<file path="config.mk">
export PLATFORM = sky130hd
export DESIGN_NAME = sprite_line_engine_flat
export DESIGN_NICKNAME = d
export VERILOG_FILES = /design/src/rtl/sprite_line_engine_if.sv /design/src/rtl/sprite_line_engine.sv /design/src/flat_wrapper.sv
export SDC_FILE = /design/constraint.sdc
export NUM_CORES = 1
export LEC_CHECK = 0
export BUFFER_PORTS_ARGS = -buffer_cell sky130_fd_sc_hd__buf_4
export CAP_MARGIN = 20
export CORE_MARGIN = 3
export CORE_UTILIZATION = 60
export DETAILED_ROUTE_END_ITERATION = 10
export PLACE_DENSITY_LB_ADDON = 0.1
export SETUP_SLACK_MARGIN = 0.1
export SYNTH_ARGS = -nofsm -noshare
export SYNTH_HDL_FRONTEND = slang
export SYNTH_SLANG_ARGS = --single-unit
</file>
<file path="constraint.sdc">
create_clock -name clk_pix -period 8.75 [get_ports clk_pix]
set_clock_uncertainty 0.2 [all_clocks]
set_input_delay 1.3125 -clock clk_pix [delete_from_list [all_inputs] [get_ports clk_pix]]
set_output_delay 1.3125 -clock clk_pix [all_outputs]
set_load 0.05 [all_outputs]
</file>
<file path="src/rtl/sprite_line_engine_if.sv">
// rtl/sprite_line_engine_if.sv - sprite memory read port (engine is master, memory is slave)
interface sprite_line_engine_if #(
    parameter int ADDRW = 10,
    parameter int COLRW = 4
) ();
    logic             mem_rd;
    logic [ADDRW-1:0] mem_addr;
    logic [COLRW-1:0] mem_data;

    modport master (output mem_rd, output mem_addr, input mem_data);
    modport slave  (input mem_rd, input mem_addr, output mem_data);
endinterface

</file>
<file path="src/rtl/sprite_line_engine.sv">
// rtl/sprite_line_engine.sv - single sprite row fetch + pixel output; SPRITE_TRANSP_EN enables transparency
module sprite_line_engine #(
    parameter int               CORDW       = 11,
    parameter int               SPR_WIDTH   = 32,
    parameter int               SPR_HEIGHT  = 32,
    parameter int               COLRW       = 4,
    parameter int               SCALE_SHIFT = 0,
    parameter logic [COLRW-1:0] TRANSP_COLR = '0,
    parameter int               ADDRW       = $clog2(SPR_WIDTH*SPR_HEIGHT)
) (
    input  logic                    clk_pix,
    input  logic                    rst_pix_n,
    input  logic                    line,
    input  logic signed [CORDW-1:0] sx,
    input  logic signed [CORDW-1:0] sy,
    input  logic signed [CORDW-1:0] sprx,
    input  logic signed [CORDW-1:0] spry,
    sprite_line_engine_if.master    mem,
    output logic [COLRW-1:0]        pix,
    output logic                    drawing,
    output logic                    busy
);

`ifdef SPRITE_TRANSP_EN
    localparam bit TRANSP_EN = 1'b1;
`else
    localparam bit TRANSP_EN = 1'b0;
`endif

    localparam int CW   = (SPR_WIDTH > 1) ? $clog2(SPR_WIDTH) : 1;
    localparam int CNTW = $clog2(SPR_WIDTH + 1);
    localparam int RW   = (SPR_HEIGHT > 1) ? $clog2(SPR_HEIGHT) : 1;
    localparam logic signed [CORDW:0] WLIM = (CORDW+1)'(SPR_WIDTH << SCALE_SHIFT);
    localparam logic signed [CORDW:0] HLIM = (CORDW+1)'(SPR_HEIGHT << SCALE_SHIFT);

    typedef enum logic [1:0] {S_IDLE, S_CALC, S_FETCH, S_DRAIN} state_t;

    state_t                  state_q, state_d;
    logic signed [CORDW-1:0] sy_l, sprx_l, spry_l;
    logic [RW-1:0]           row_q;
    logic [CNTW-1:0]         col_q;
    logic                    buf_valid_q;
    logic                    mem_rd_q;
    logic [ADDRW-1:0]        mem_addr_q;
    logic [CW-1:0]           wcol_q;
    logic                    rd_d_q;
    logic [CW-1:0]           wcol_d_q;
    logic [COLRW-1:0]        pix_q;
    logic                    drawing_q;
    logic [COLRW-1:0]        line_buf [SPR_WIDTH];

    logic signed [CORDW:0]   roff;
    logic                    row_hit;
    logic                    issue;
    logic [ADDRW-1:0]        addr_next;
    logic signed [CORDW:0]   dx;
    logic                    in_range;
    logic [COLRW-1:0]        texel;
    logic                    hide;

    assign roff      = {sy_l[CORDW-1], sy_l} - {spry_l[CORDW-1], spry_l};
    assign row_hit   = !roff[CORDW] && (roff < HLIM);
    assign addr_next = ADDRW'(row_q) * ADDRW'(SPR_WIDTH) + ADDRW'(col_q);

    assign dx        = {sx[CORDW-1], sx} - {sprx_l[CORDW-1], sprx_l};
    assign in_range  = buf_valid_q && !sx[CORDW-1] && !dx[CORDW] && (dx < WLIM);
    assign texel     = line_buf[CW'(dx >> SCALE_SHIFT)];
    assign hide      = TRANSP_EN && (texel == TRANSP_COLR);

    assign mem.mem_rd   = mem_rd_q;
    assign mem.mem_addr = mem_addr_q;
    assign pix          = pix_q;
    assign drawing      = drawing_q;
    assign busy         = (state_q == S_FETCH) || (state_q == S_DRAIN);

    // state register
    always_ff @(posedge clk_pix or negedge rst_pix_n) begin
        if (!rst_pix_n) state_q <= S_IDLE;
        else            state_q <= state_d;
    end

    // next state; FETCH lingers one cycle after the last issue so DRAIN lines up with the final texel
    always_comb begin
        state_d = state_q;
        issue   = 1'b0;
        if (line) begin
            state_d = S_CALC;
        end else begin
            case (state_q)
                S_IDLE:  state_d = S_IDLE;
                S_CALC:  state_d = row_hit ? S_FETCH : S_IDLE;
                S_FETCH: begin
                    if (col_q == CNTW'(SPR_WIDTH)) state_d = S_DRAIN;
                    else                           issue   = 1'b1;
                end
                S_DRAIN: state_d = S_IDLE;
                default: state_d = S_IDLE;
            endcase
        end
    end

    // fetch datapath: latch line parameters, issue addresses, track write column through memory latency
    always_ff @(posedge clk_pix or negedge rst_pix_n) begin
        if (!rst_pix_n) begin
            sy_l        <= '0;
            sprx_l      <= '0;
            spry_l      <= '0;
            row_q       <= '0;
            col_q       <= '0;
            buf_valid_q <= 1'b0;
            mem_rd_q    <= 1'b0;
            mem_addr_q  <= '0;
            wcol_q      <= '0;
            rd_d_q      <= 1'b0;
            wcol_d_q    <= '0;
        end else if (line) begin
            sy_l        <= sy;
            sprx_l      <= sprx;
            spry_l      <= spry;
            col_q       <= '0;
            buf_valid_q <= 1'b0;
            mem_rd_q    <= 1'b0;
            rd_d_q      <= 1'b0;
        end else begin
            if (state_q == S_CALC && row_hit) begin
                row_q <= RW'(roff >> SCALE_SHIFT);
                col_q <= '0;
            end
            mem_rd_q <= issue;
            if (issue) begin
                mem_addr_q <= addr_next;
                wcol_q     <= CW'(col_q);
                col_q      <= col_q + CNTW'(1);
            end
            rd_d_q   <= mem_rd_q;
            wcol_d_q <= wcol_q;
            if (state_q == S_DRAIN) buf_valid_q <= 1'b1;
        end
    end

    // line buffer write: texel arrives the cycle after the memory samples its address
    always_ff @(posedge clk_pix) begin
        if (rd_d_q) line_buf[wcol_d_q] <= mem.mem_data;
    end

    // registered pixel output
    always_ff @(posedge clk_pix or negedge rst_pix_n) begin
        if (!rst_pix_n) begin
            pix_q     <= '0;
            drawing_q <= 1'b0;
        end else begin
            drawing_q <= in_range && !hide;
            pix_q     <= (in_range && !hide) ? texel : '0;
        end
    end

endmodule
</file>
<file path="src/flat_wrapper.sv">
// flat-port wrapper written by rule: the top's interface ports become plain ports
module sprite_line_engine_flat 
#(
    parameter int               CORDW       = 11,
    parameter int               SPR_WIDTH   = 32,
    parameter int               SPR_HEIGHT  = 32,
    parameter int               COLRW       = 4,
    parameter int               SCALE_SHIFT = 0,
    parameter logic [COLRW-1:0] TRANSP_COLR = '0,
    parameter int               ADDRW       = $clog2(SPR_WIDTH*SPR_HEIGHT)
)
  (clk_pix, rst_pix_n, line, sx, sy, sprx, spry, pix, drawing, busy, mem_mem_rd, mem_mem_addr, mem_mem_data);
  sprite_line_engine_if #(.ADDRW(ADDRW), .COLRW(COLRW)) mem_i ();
  input  logic clk_pix;
  input  logic rst_pix_n;
  input  logic line;
  input  logic signed [CORDW-1:0] sx;
  input  logic signed [CORDW-1:0] sy;
  input  logic signed [CORDW-1:0] sprx;
  input  logic signed [CORDW-1:0] spry;
  output logic [COLRW-1:0] pix;
  output logic drawing;
  output logic busy;
  output wire logic [$bits(mem_i.mem_rd)-1:0] mem_mem_rd;
  output wire logic [$bits(mem_i.mem_addr)-1:0] mem_mem_addr;
  input wire logic [$bits(mem_i.mem_data)-1:0] mem_mem_data;
  assign mem_mem_rd = mem_i.mem_rd;
  assign mem_mem_addr = mem_i.mem_addr;
  assign mem_i.mem_data = mem_mem_data;
  sprite_line_engine #(.CORDW(CORDW), .SPR_WIDTH(SPR_WIDTH), .SPR_HEIGHT(SPR_HEIGHT), .COLRW(COLRW), .SCALE_SHIFT(SCALE_SHIFT), .TRANSP_COLR(TRANSP_COLR), .ADDRW(ADDRW)) u_core (.clk_pix(clk_pix), .rst_pix_n(rst_pix_n), .line(line), .sx(sx), .sy(sy), .sprx(sprx), .spry(spry), .mem(mem_i), .pix(pix), .drawing(drawing), .busy(busy));
endmodule
</file>
## Yosys cells after proc, flatten, opt, wreduce, memory -nomap -nowiden

Memory sizes are Yosys's and may differ from the RTL's.
Cells that the tools add are included.

- Add/sub/neg operators: 4
- Magnitude comparators: 2
- Equal/unequal tests: 5
- Multiplexer cells: 17
- Bitwise logic cells: 1
- Reductions and logical operators: 15

Operators with widths:

| kind | count |
|---|---|
| $lt A12 B7 Y1 const B | 2 |
| $sub A11 B11 Y12 | 2 |
| $mux W6 | 3 |
| $add A10 B6 Y10 | 1 |
| $mux W1 | 9 |
| $add A6 B1 Y6 const B | 1 |
| $eq A6 B6 Y1 const B | 1 |
| $mux W2 | 3 |
| $pmux W2 S3 | 1 |
| $logic_and A1 B1 Y1 | 5 |
| $eq A2 B2 Y1 const B | 2 |
| $mux W4 | 1 |
| $reduce_and A2 Y1 | 2 |
| $logic_not A1 Y1 | 3 |
| $ne A3 B3 Y1 const B | 1 |
| $reduce_bool A3 Y1 | 1 |
| $eq A2 B1 Y1 const B | 1 |
| $logic_not A2 Y1 | 1 |
| $reduce_bool A2 Y1 | 1 |
| $reduce_or A2 Y1 | 1 |
| $logic_or A1 B1 Y1 | 1 |
| $not A1 Y1 | 1 |

- Flip-flop bits (word level): 74
- RAM bits: 128
- Output and inout port bits: 17
- Memories kept: 1

Memories:

| name | depth | width | read ports | clocked after memory_dff | write ports | RTL line | RTL |
|---|---|---|---|---|---|---|---|
| u_core.line_buf | 32 | 4 | 1 | 0 | 1 | sprite_line_engine.sv:50 | `logic [COLRW-1:0] line_buf [SPR_WIDTH];` |

## Logic depth before layout (Yosys ltp)

Gate-level depths: netlist (run 1).

- Depth after elaboration: 7
- Depth in mapped cells: 11
- Gate-level depth less buffers: 11

## Worst setup path before layout (run 1)

Ideal clock, no wire load.

- Kind: input -> register
- Start: input port sx[0]
- End: register u_core.pix_q[0] (netlist: u_core.pix[0])
- Arrival time: 3.497 ns
- Path slack: 4.916 ns
- Cell stages on the path: 10
- Buffers on the path: 0
- Path through: inv_1 > ha_1 > inv_1 > fa_1 > a21o_1 > a21oi_1 > xor2_2 > mux4_1 > mux2i_1 > nor3_1

- Longest elaborated chain between the ends: 5

Ends and longest elaborated chain:

| element | RTL line | RTL |
|---|---|---|
| start: declaration | flat_wrapper.sv:17 | `input logic signed [CORDW-1:0] sx;` |
| $sub A11 B11 Y12 (*) | sprite_line_engine.sv:65 | `assign dx = {sx[CORDW-1], sx} - {sprx_l[CORDW-1], sprx_l};` |
| branches (longest 3 deep; another with $lt A12 B7 Y1) | - |  |
| $mux W4 (*) | sprite_line_engine.sv:153 | `pix_q <= (in_range && !hide) ? texel : '0;` |
| end signal: assignment | sprite_line_engine.sv:153 |  |
| end: declaration | sprite_line_engine.sv:48 | `logic [COLRW-1:0] pix_q;` |

Mark *: on every way between the ends.
A chain may end at the register's enable or synchronous reset.

## Worst setup path in the final report (run 1)

- Start: input port sx[0]
- End: register u_core.pix_q[1] (netlist: u_core.pix[1])

The elaborated chain is that of the path after synthesis.

==> impl_metrics.toml, run 1 <==
[cts]
postCtsHoldBufs = 0
cts_buffer_depth = 2
cts_setup_buffers = 0
htreeDepth = 4
clk_pin_slew_ps = 70
cts_buffers = 17
cts_sinks = 197
cts_tree = "done"
clk_latency_ps = 430
ctsResizeCount = 0
cts_root_buf = "clkbuf_16"

[critical_path]
crit_arrival_ps = 3990
cp_common_cell = "inv_1"
crit_type = "input pin to flip-flop"
slowest_stage = "mux4_1"
slowest_delay_ps = 640
required_ps = 8830
crit_path_max_fanout = 8
start_kind = "input pin"
endpoint_kind = "flip-flop"
cp_cell_sequence = "buf_4, inv_1, ha_2, inv_1, fa_1, a21o_1, a21oi_1, xor2_2, mux4_1, mux2i_1, nor3_1"

[timing]
holdWs_ps = 292
hold_violations = 0
setup_viol = 0
fin_crit_sh = 0.447
drv_slew = 0
setup_ws_ps = 4840
tightest_slew_ps = 884
fin_crit_ps = 3910
fmax_mhz = 256
tns_ps = 0
maxSlewHeadroom = 0.411
grt_setup_unrepaired = "no"

[die]
io_pins = 68
die-width_um = 128
fp.dieH_um = 128
core_um2 = 14200
die_area_um2 = 16400
num_rows = 43
start_util = 0.629

[placement]
dp_slack_ps = 4380
place_area_um2 = 9570
dp.final_hpwl_mm = 12.8
portBuffers = 67
place_inst = 838
gp_routability_congestion = 0.931

[pwr]
power.internal_mw = 1.61
switching_share = 0.257
p_seq_frac = 0.481
p_total_mw = 2.17
p_clk_frac = 0.341
p_switching_mw = 0.558
power_frac_comb = 0.179
max-vdd-ir-drop_mv = 0.168
pwr_density_cell_nw_per_um2 = 214
power.leakage_nw = 3.93

[final_layout]
nets = 757
synthToLayoutAreaGrowth_pct = 13.7
final_common_cell = "edfxtp_1"
final_cell_mix = "edfxtp_1, dfrtp_1, buf_4, nor2_1, nand2_1"
final_cells = 871
layout-drive-gt1-share = 0.252
insertedDiodeCount = 0
fin_util = 0.715
final_cell_area_um2 = 10200

[global_routing]
grt_pass1_vias = 5222
grt_max_degree = 71
grt-ovfl-total = 0
grt_pass1_wl_mm = 28.8
antenna_found_initial = 0
grtUsageTotal = 0.235

[logic_synthesis]
yosysWarnings = 0
syn_inst = 611
synth_edf_count = 128
avgSynthCellArea_um2 = 14.6
synthArstFlopShare = 0.350
synth_seq_area_share = 0.624
synth-main-ff-cell = "edfxtp_1"
synth.distinct_cells = 63
synth_seq_cells = 197
synth_area_um2 = 8930
synth_fp_nets = 690

[hold_path]
hold_path.class = "flip-flop to flip-flop"

[route]
wirelength_mm = 18.3
vias = 5390
ant_nets = 0
viasPerCell = 6.19
drtIter0Drc = 483
route.detailed.drc = 0
wl_per_cell_um = 21.0
drtPass1Iterations = 5

[run_status]
status = "complete, no violations"

[job]
maxCapViolCount = 0
critical path, delay by kind of cell:
kind                     cells  cell delay, ps
AND/OR/NAND/NOR              1             100
adder cells (fa/ha/maj)      2             580
AO/OA/AOI/OAI                2             390
buffers and inverters        3             210
XOR/XNOR                     1             530
multiplexers                 2             860
synth_stat cells (all sizes together) (6+ instances only):
| master | n | area, um^2 |
|---|---|---|
| edfxtp | 128 | 3840 |
| dfrtp | 69 | 1730 |
| nand2 | 50 | 188 |
| nor2 | 50 | 188 |
| mux4 | 40 | 927 |
| o21ai | 35 | 175 |
| inv | 31 | 116 |
| ha | 26 | 325 |
| a21oi | 20 | 104 |
| mux2 | 20 | 225 |
| clkbuf | 17 | 73.8 |
| nand3 | 13 | 65.1 |
| xnor2 | 11 | 96.3 |
| nand3b | 7 | 52.6 |
| nor3 | 7 | 35.0 |
| a21o | 6 | 45.0 |
| mux2i | 6 | 60.1 |
| nor2b | 6 | 37.5 |
| xor2 | 6 | 60.1 |
flip-flops by register name, indices dropped and copies added (netlist names):
register             flops
u_core.buf_valid_q       1
u_core.col_q             6
u_core.drawing           1
u_core.line_buf        128
u_core.mem.mem_addr      6
u_core.mem.mem_rd        1
u_core.pix               4
u_core.rd_d_q            1
u_core.row_q             5
u_core.sprx_l           11
u_core.spry_l           11
u_core.state_q           2
u_core.sy_l             11
u_core.wcol_d_q          5
u_core.wcol_q            4
cell families after synthesis:
family | count (synthesis) | share of synthesized area
flops | 197 | 0.624
simple gates | 157 | 0.0851
fa+ha+maj | 28 | 0.0409
compound gates | 94 | 0.0727
mux | 66 | 0.136
xor+xnor | 17 | 0.0175
buf+inv | 52 | 0.0242
power by group through the flow:
stage	clock network, mW	logic (mW)	registers, mW
2_1_floorplan	0	0.267	1.08
3_3_place_gp	0	0.373	1.06
3_5_place_dp	0	0.386	1.06
4_1_cts	0.749	0.388	1.04
5_1_grt	0.789	0.424	1.05
6_report	0.740	0.388	1.04
cell type report:
class	count	area, um^2
clock buffer	24	504
clock inverter	8	60.1
fill	951	4050
inverter	31	116
multi-input combinational	362	3150
sequential	197	5570
tap	180	225
timing repair buffer	69	531
worst paths after layout:
path,cells past startpoint,slack (ps),start,endpoint
max reg2reg,9,5500,u_core.sprx_l[0],u_core.pix[1]
max,11,4840,sx[0],u_core.pix[1]
min reg2reg,2,290,u_core.mem.mem_addr[5],u_core.mem.mem_addr[5]
min,2,290,u_core.mem.mem_addr[5],u_core.mem.mem_addr[5]
min in group asynchronous,1,780,rst_pix_n,u_core.sprx_l[4]
max in group asynchronous,1,6970,rst_pix_n,u_core.wcol_q[2]
routing by layer:
| metal | wire length, um | track usage | vias up | part of all wire |
|---|---|---|---|---|
| met2 | 8340 | 0.337 | 255 | 0.46 |
| met4 | 233 | 0.0680 | 0 | 0.013 |
| li1 | - | - | 2441 | - |
| met3 | 1660 | 0.0654 | 24 | 0.091 |
| met1 | 8070 | 0.360 | 2670 | 0.44 |
| met5 | 0 | 0 | - | 0 |
(Power assumes the default switching activity.)
==> inputs of run 2 (changes only) <==
==> constraint.sdc (replaced) <==
create_clock -name clk_pix -period 3.8 [get_ports clk_pix]
set_clock_uncertainty 0.2 [all_clocks]
set_input_delay 0.57 -clock clk_pix [delete_from_list [all_inputs] [get_ports clk_pix]]
set_output_delay 0.57 -clock clk_pix [all_outputs]
set_load 0.05 [all_outputs]
==> run 2 against run 1 <==
Against the previous run: first-iteration DRC count increased by 13%; sequential share of layout area decreased by 0.38 points; die area unchanged; register-to-register slack got worse by 4800 ps; routed wire length decreased by 3.2%; sequential power increased by 130%; critical path type is now flip-flop to flip-flop.
==> impl_metrics.toml, run 2 (synthesis gave the netlist of run 1 again) <==
[final_layout]
largest-register = "u_core.line_buf"
final_cell_mix = "edfxtp_1, buf_4, dfrtp_1, nor2_1, nand2_1"
layout-drive-gt1-share = 0.255
synthToLayoutAreaGrowth_pct = 14.5
final_common_cell = "edfxtp_1"
insertedDiodeCount = 0
largest_reg_flops = 128
nets = 759
fillCellCount = 958

[pwr]
p_switching_mw = 1.30
pwr_density_cell_nw_per_um2 = 504
switching_share = 0.252
power.leakage_nw = 3.97
power_frac_comb = 0.179
max-vdd-ir-drop_mv = 0.351
p_clk_frac = 0.355
power.internal_mw = 3.86
p_seq_frac = 0.466
p_total_mw = 5.16

[critical_path]
crit_type = "flip-flop to flip-flop"
endpoint_kind = "flip-flop"
required_ps = 3920
critical_path.top_delay_family = "compound AO/OA/AOI/OAI gates"
critPathBufInv = 0
crit_path_max_fanout = 5
slowest_delay_ps = 470
cp_cell_sequence = "ha_1, fa_1, nand2b_1, a21o_1, a21oi_2, xnor2_1, and3_4, o311ai_4, mux2_2"
start_kind = "flip-flop"
crit_arrival_ps = 3230
slowest_stage = "fa_1"

[cts]
clk_pin_slew_ps = 70
cts_sinks = 197
ctsResizeCount = 0
cts_buffer_depth = 2
postCtsHoldBufs = 0
cts_root_buf = "clkbuf_16"
cts_buffers = 17
clk_latency_ps = 430
htreeDepth = 4
cts_tree = "done"
cts_setup_buffers = 0

[global_routing]
grtUsageTotal = 0.231
grt_pass1_wl_mm = 28.7
antenna_found_initial = 0
grt_max_degree = 71
grt-ovfl-total = 0
grt_pass1_vias = 5438

[timing]
fin_crit_ps = 3110
hold_violations = 0
tightest_slew_ps = 875
tns_ps = 0
fmax_mhz = 322
maxSlewHeadroom = 0.417
grt_setup_unrepaired = "no"
setup_viol = 0
fin_crit_sh = 0.818
drv_slew = 0

[die]
io_pins = 68
die_area_um2 = 16400
num_rows = 43
core_um2 = 14200
fp.dieH_um = 128
die-width_um = 128
start_util = 0.629

[route]
drtPass1Iterations = 5
ant_nets = 0
wl_per_cell_um = 20.3
vias = 5317
drtIter0Drc = 545
wirelength_mm = 17.7
viasPerCell = 6.09
route.detailed.drc = 0

[placement]
gp_routability_congestion = 0.827
dp.final_hpwl_mm = 12.0
portBuffers = 67

[job]
maxCapViolCount = 0

[run_status]
status = "complete, no violations"

[hold_path]
hold_path.class = "input pin to asynchronous set/reset pin"
-- run 2: power by group through the flow --
| stage | clock (mW) | sequential (mW) | combinational [mW] |
|---|---|---|---|
| global placement | 0 | 2.44 | 0.891 |
| detailed placement | 0 | 2.45 | 0.917 |
| finish | 1.83 | 2.40 | 0.924 |
| global route | 1.95 | 2.41 | 1.00 |
| floorplan | 0 | 2.49 | 0.614 |
| CTS | 1.86 | 2.40 | 0.928 |
-- run 2: metal layers --
layer / up-vias / wire, um / GRT usage
met5: - / 0 / 0
met3: 29 / 1230 / 0.0433
met1: 2651 / 7430 / 0.327
met4: 0 / 343 / 0.0737
met2: 195 / 8730 / 0.371
li1: 2442 / - / -
-- run 2: layout make-up --
class	count	area, um^2	share of cell area
Sequential cell	197	5570	0.545
Multi-Input combinational cell	362	3150	0.308
Timing Repair Buffer	71	558	0.0546
Clock buffer	21	460	0.0450
Tap cell	180	225	0.0220
Clock inverter	11	148	0.0144
Inverter	31	116	0.0114
-- run 2: final timing paths --
kind,slack [ps],end,depth (start not counted),start
max,690,u_core.row_q[2],9,u_core.spry_l[0]
min,50,u_core.sprx_l[5],1,rst_pix_n
max reg2reg,690,u_core.row_q[2],9,u_core.spry_l[0]
min reg2reg,290,u_core.mem.mem_addr[5],2,u_core.mem.mem_addr[5]
max in group asynchronous,2770,u_core.wcol_d_q[4],1,rst_pix_n
min in group clk_pix,140,u_core.spry_l[3],3,spry[3]
-- run 2: metrics by stage --
step | cells | area (um^2) | hold WS [ps] | util | worst slack [ps]
detailed placement | 841 | 9620 | 268 | 0.677 | 366
finish | 873 | 10200 | 49.3 | 0.720 | 691
global placement | 841 | 9620 | 262 | 0.677 | 454
floorplan | 611 | 8930 | 74.4 | - | 709
global route | 873 | 10200 | 109 | 0.720 | 551
CTS | 873 | 10200 | 75.3 | 0.720 | 693
==> inputs of run 3 (changes only) <==
==> constraint.sdc (replaced) <==
create_clock -name clk_pix -period 3 [get_ports clk_pix]
set_clock_uncertainty 0.2 [all_clocks]
set_input_delay 0.45 -clock clk_pix [delete_from_list [all_inputs] [get_ports clk_pix]]
set_output_delay 0.45 -clock clk_pix [all_outputs]
set_load 0.05 [all_outputs]
==> run 3 against run 2 <==
Against the previous run: sequential cell count did not move; combinational power up 40%; utilization increased by 1.4 points; worst hold slack got worse by 27 ps; maximum frequency grew 6.9%; setup slack worse by 600 ps; routed wire length rose by 2.7%; critical path depth down 1; clock power up 18%; critical endpoint is now u_core.pix[0].
==> impl_metrics.toml, run 3 (synthesis gave the netlist of run 1 again) <==
[final_layout]
regArea_um2 = 5570
fin_util = 0.734
final_common_cell = "edfxtp_1"
multi_input_area_um2 = 3260
insertedDiodeCount = 0
largest-register = "u_core.line_buf"
layout-drive-gt1-share = 0.297
nets = 774
synthToLayoutAreaGrowth_pct = 16.8
fillCellCount = 891
final_cell_mix = "edfxtp_1, buf_4, dfrtp_1, nor2_1, nand2_1"
largest_reg_flops = 128

[critical_path]
crit-reg2reg-launch = "u_core.sprx_l[0]"
required_ps = 3090
worstReg2RegEnd = "u_core.pix[0]"
endpoint_kind = "flip-flop"
crit_path_max_fanout = 20
reg2reg_depth = 8
start_kind = "flip-flop"
crit_type = "flip-flop to flip-flop"
crit_arrival_ps = 3000
r2r_slack_ps = 90

[cts]
cts_tree = "done"
cts_buffer_depth = 2
htreeDepth = 4
cts_root_buf = "clkbuf_16"
clk_pin_slew_ps = 70
clk_latency_ps = 430
cts_buffers = 17
cts_sinks = 197

[timing]
tightest_slew_ps = 883
setup_viol = 0
fmax_mhz = 344
holdWs_ps = 22.1
fin_crit_ps = 2910
maxSlewHeadroom = 0.411
tns_ps = 0
grt_setup_unrepaired = "yes"
drv_slew = 0
hold_violations = 0
fin_crit_sh = 0.969
setup_ws_ps = 91.5

[global_routing]
use_met3 = 0.0596
grt_pass1_wl_mm = 29.3
grt-ovfl-total = 0
grt_max_degree = 70
met1_usage = 0.340
busiest_layer = "met2"
grt_pass1_vias = 5544
antenna_found_initial = 0
met2_usage = 0.361
grtUsageTotal = 0.234

[die]
die-width_um = 128
num_rows = 43
start_util = 0.629
core_um2 = 14200
die_area_um2 = 16400
fp.dieH_um = 128
io_pins = 68

[pwr]
p_switching_mw = 1.80
switching_share = 0.277
pwr_density_cell_nw_per_um2 = 623
p_seq_frac = 0.469
p_total_mw = 6.49
p_clk_frac = 0.333
power.leakage_nw = 4.04
max-vdd-ir-drop_mv = 0.451
power.internal_mw = 4.70
power_frac_comb = 0.198

[route]
drtIter0Drc = 578
viasPerCell = 6.11
wirelength_mm = 18.2
drtPass1Iterations = 5
vias = 5427
ant_nets = 0
route.detailed.drc = 0
wl_per_cell_um = 20.5

[run_status]
status = "complete, no violations"

[hold_path]
hold_path.class = "input pin to flip-flop"
hold_path_depth = 3
hold-path-endpoint = "u_core.spry_l[7]"
hold_path.startpoint = "spry[7]"

[placement]
dp.final_hpwl_mm = 12.2
portBuffers = 67
gp_routability_congestion = 0.878
dp_slack_ps = -173

[job]
maxCapViolCount = 0
## run 3: cell count changes in the layout (fill, tap and decap cells not counted), moves of 4 or more
cell    before  now
buf_4       69   80
nor3_2       0    5
inv_8        0    4
nor3_1       7    2
## run 3: timing repair
item                                   in CTS  in global routing
pin swaps                                   6                  8
setup buffers                               2                  4
endpoints found under the hold margin      69                  0
hold buffers                                1                  0
setup endpoints to repair                  13                 14
gates resized for setup                     5                 19
## run 3: how the worst max path moves through the flow
stage | start | to | slack, ps | cells past startpoint
3_3_place_gp | sx[0] | u_core.pix[2] | -100 | 12
4_1_cts | u_core.spry_l[0] | u_core.row_q[1] | 90 | 10
5_1_grt | u_core.sprx_l[0] | u_core.pix[2] | -30 | 10
3_5_place_dp | sx[0] | u_core.pix[0] | -170 | 12
2_1_floorplan | sx[0] | u_core.pix[0] | 130 | 10
6_report | u_core.sprx_l[0] | u_core.pix[0] | 90 | 8
## run 3: per-stage QoR
step / instances / area, um^2
3_3_place_gp: 849 / 9710
4_1_cts: 884 / 10300
5_1_grt: 888 / 10400
3_5_place_dp: 849 / 9710
6_report: 888 / 10400
2_1_floorplan: 611 / 8960
## run 3: power by group through the flow
stage                     clock network [mW]  registers [mW]  logic [mW]
after global routing                    2.31            3.05        1.40
after detailed placement                   0            3.10        1.20
after global placement                     0            3.09        1.17
final                                   2.16            3.05        1.29
after CTS                               2.19            3.04        1.23
after floorplan                            0            3.15       0.790
## run 3: worst max-delay path, cell delays in order (launching register included)
cell	delay, ps
dfrtp_1	370
ha_2	190
inv_1	50
fa_2	590
buf_12	180
mux4_2	350
mux4_1	540
mux2i_2	230
nor3_2	60
## run 3: final cells by class
| type | count | area share |
|---|---|---|
| Tap cell | 180 | 0.0216 |
| Clock inverter | 15 | 0.0131 |
| Timing Repair Buffer | 86 | 0.0665 |
| Inverter | 31 | 0.0112 |
| Multi-Input combinational cell | 362 | 0.313 |
| Sequential cell | 197 | 0.534 |
| Clock buffer | 17 | 0.0408 |
## run 3: routing by layer
metal,part of all wire,up-vias,wire [um]
li1,-,2473,-
met1,0.44,2728,7960
met2,0.49,206,8870
met3,0.064,20,1170
met4,0.012,0,219
met5,0,-,0
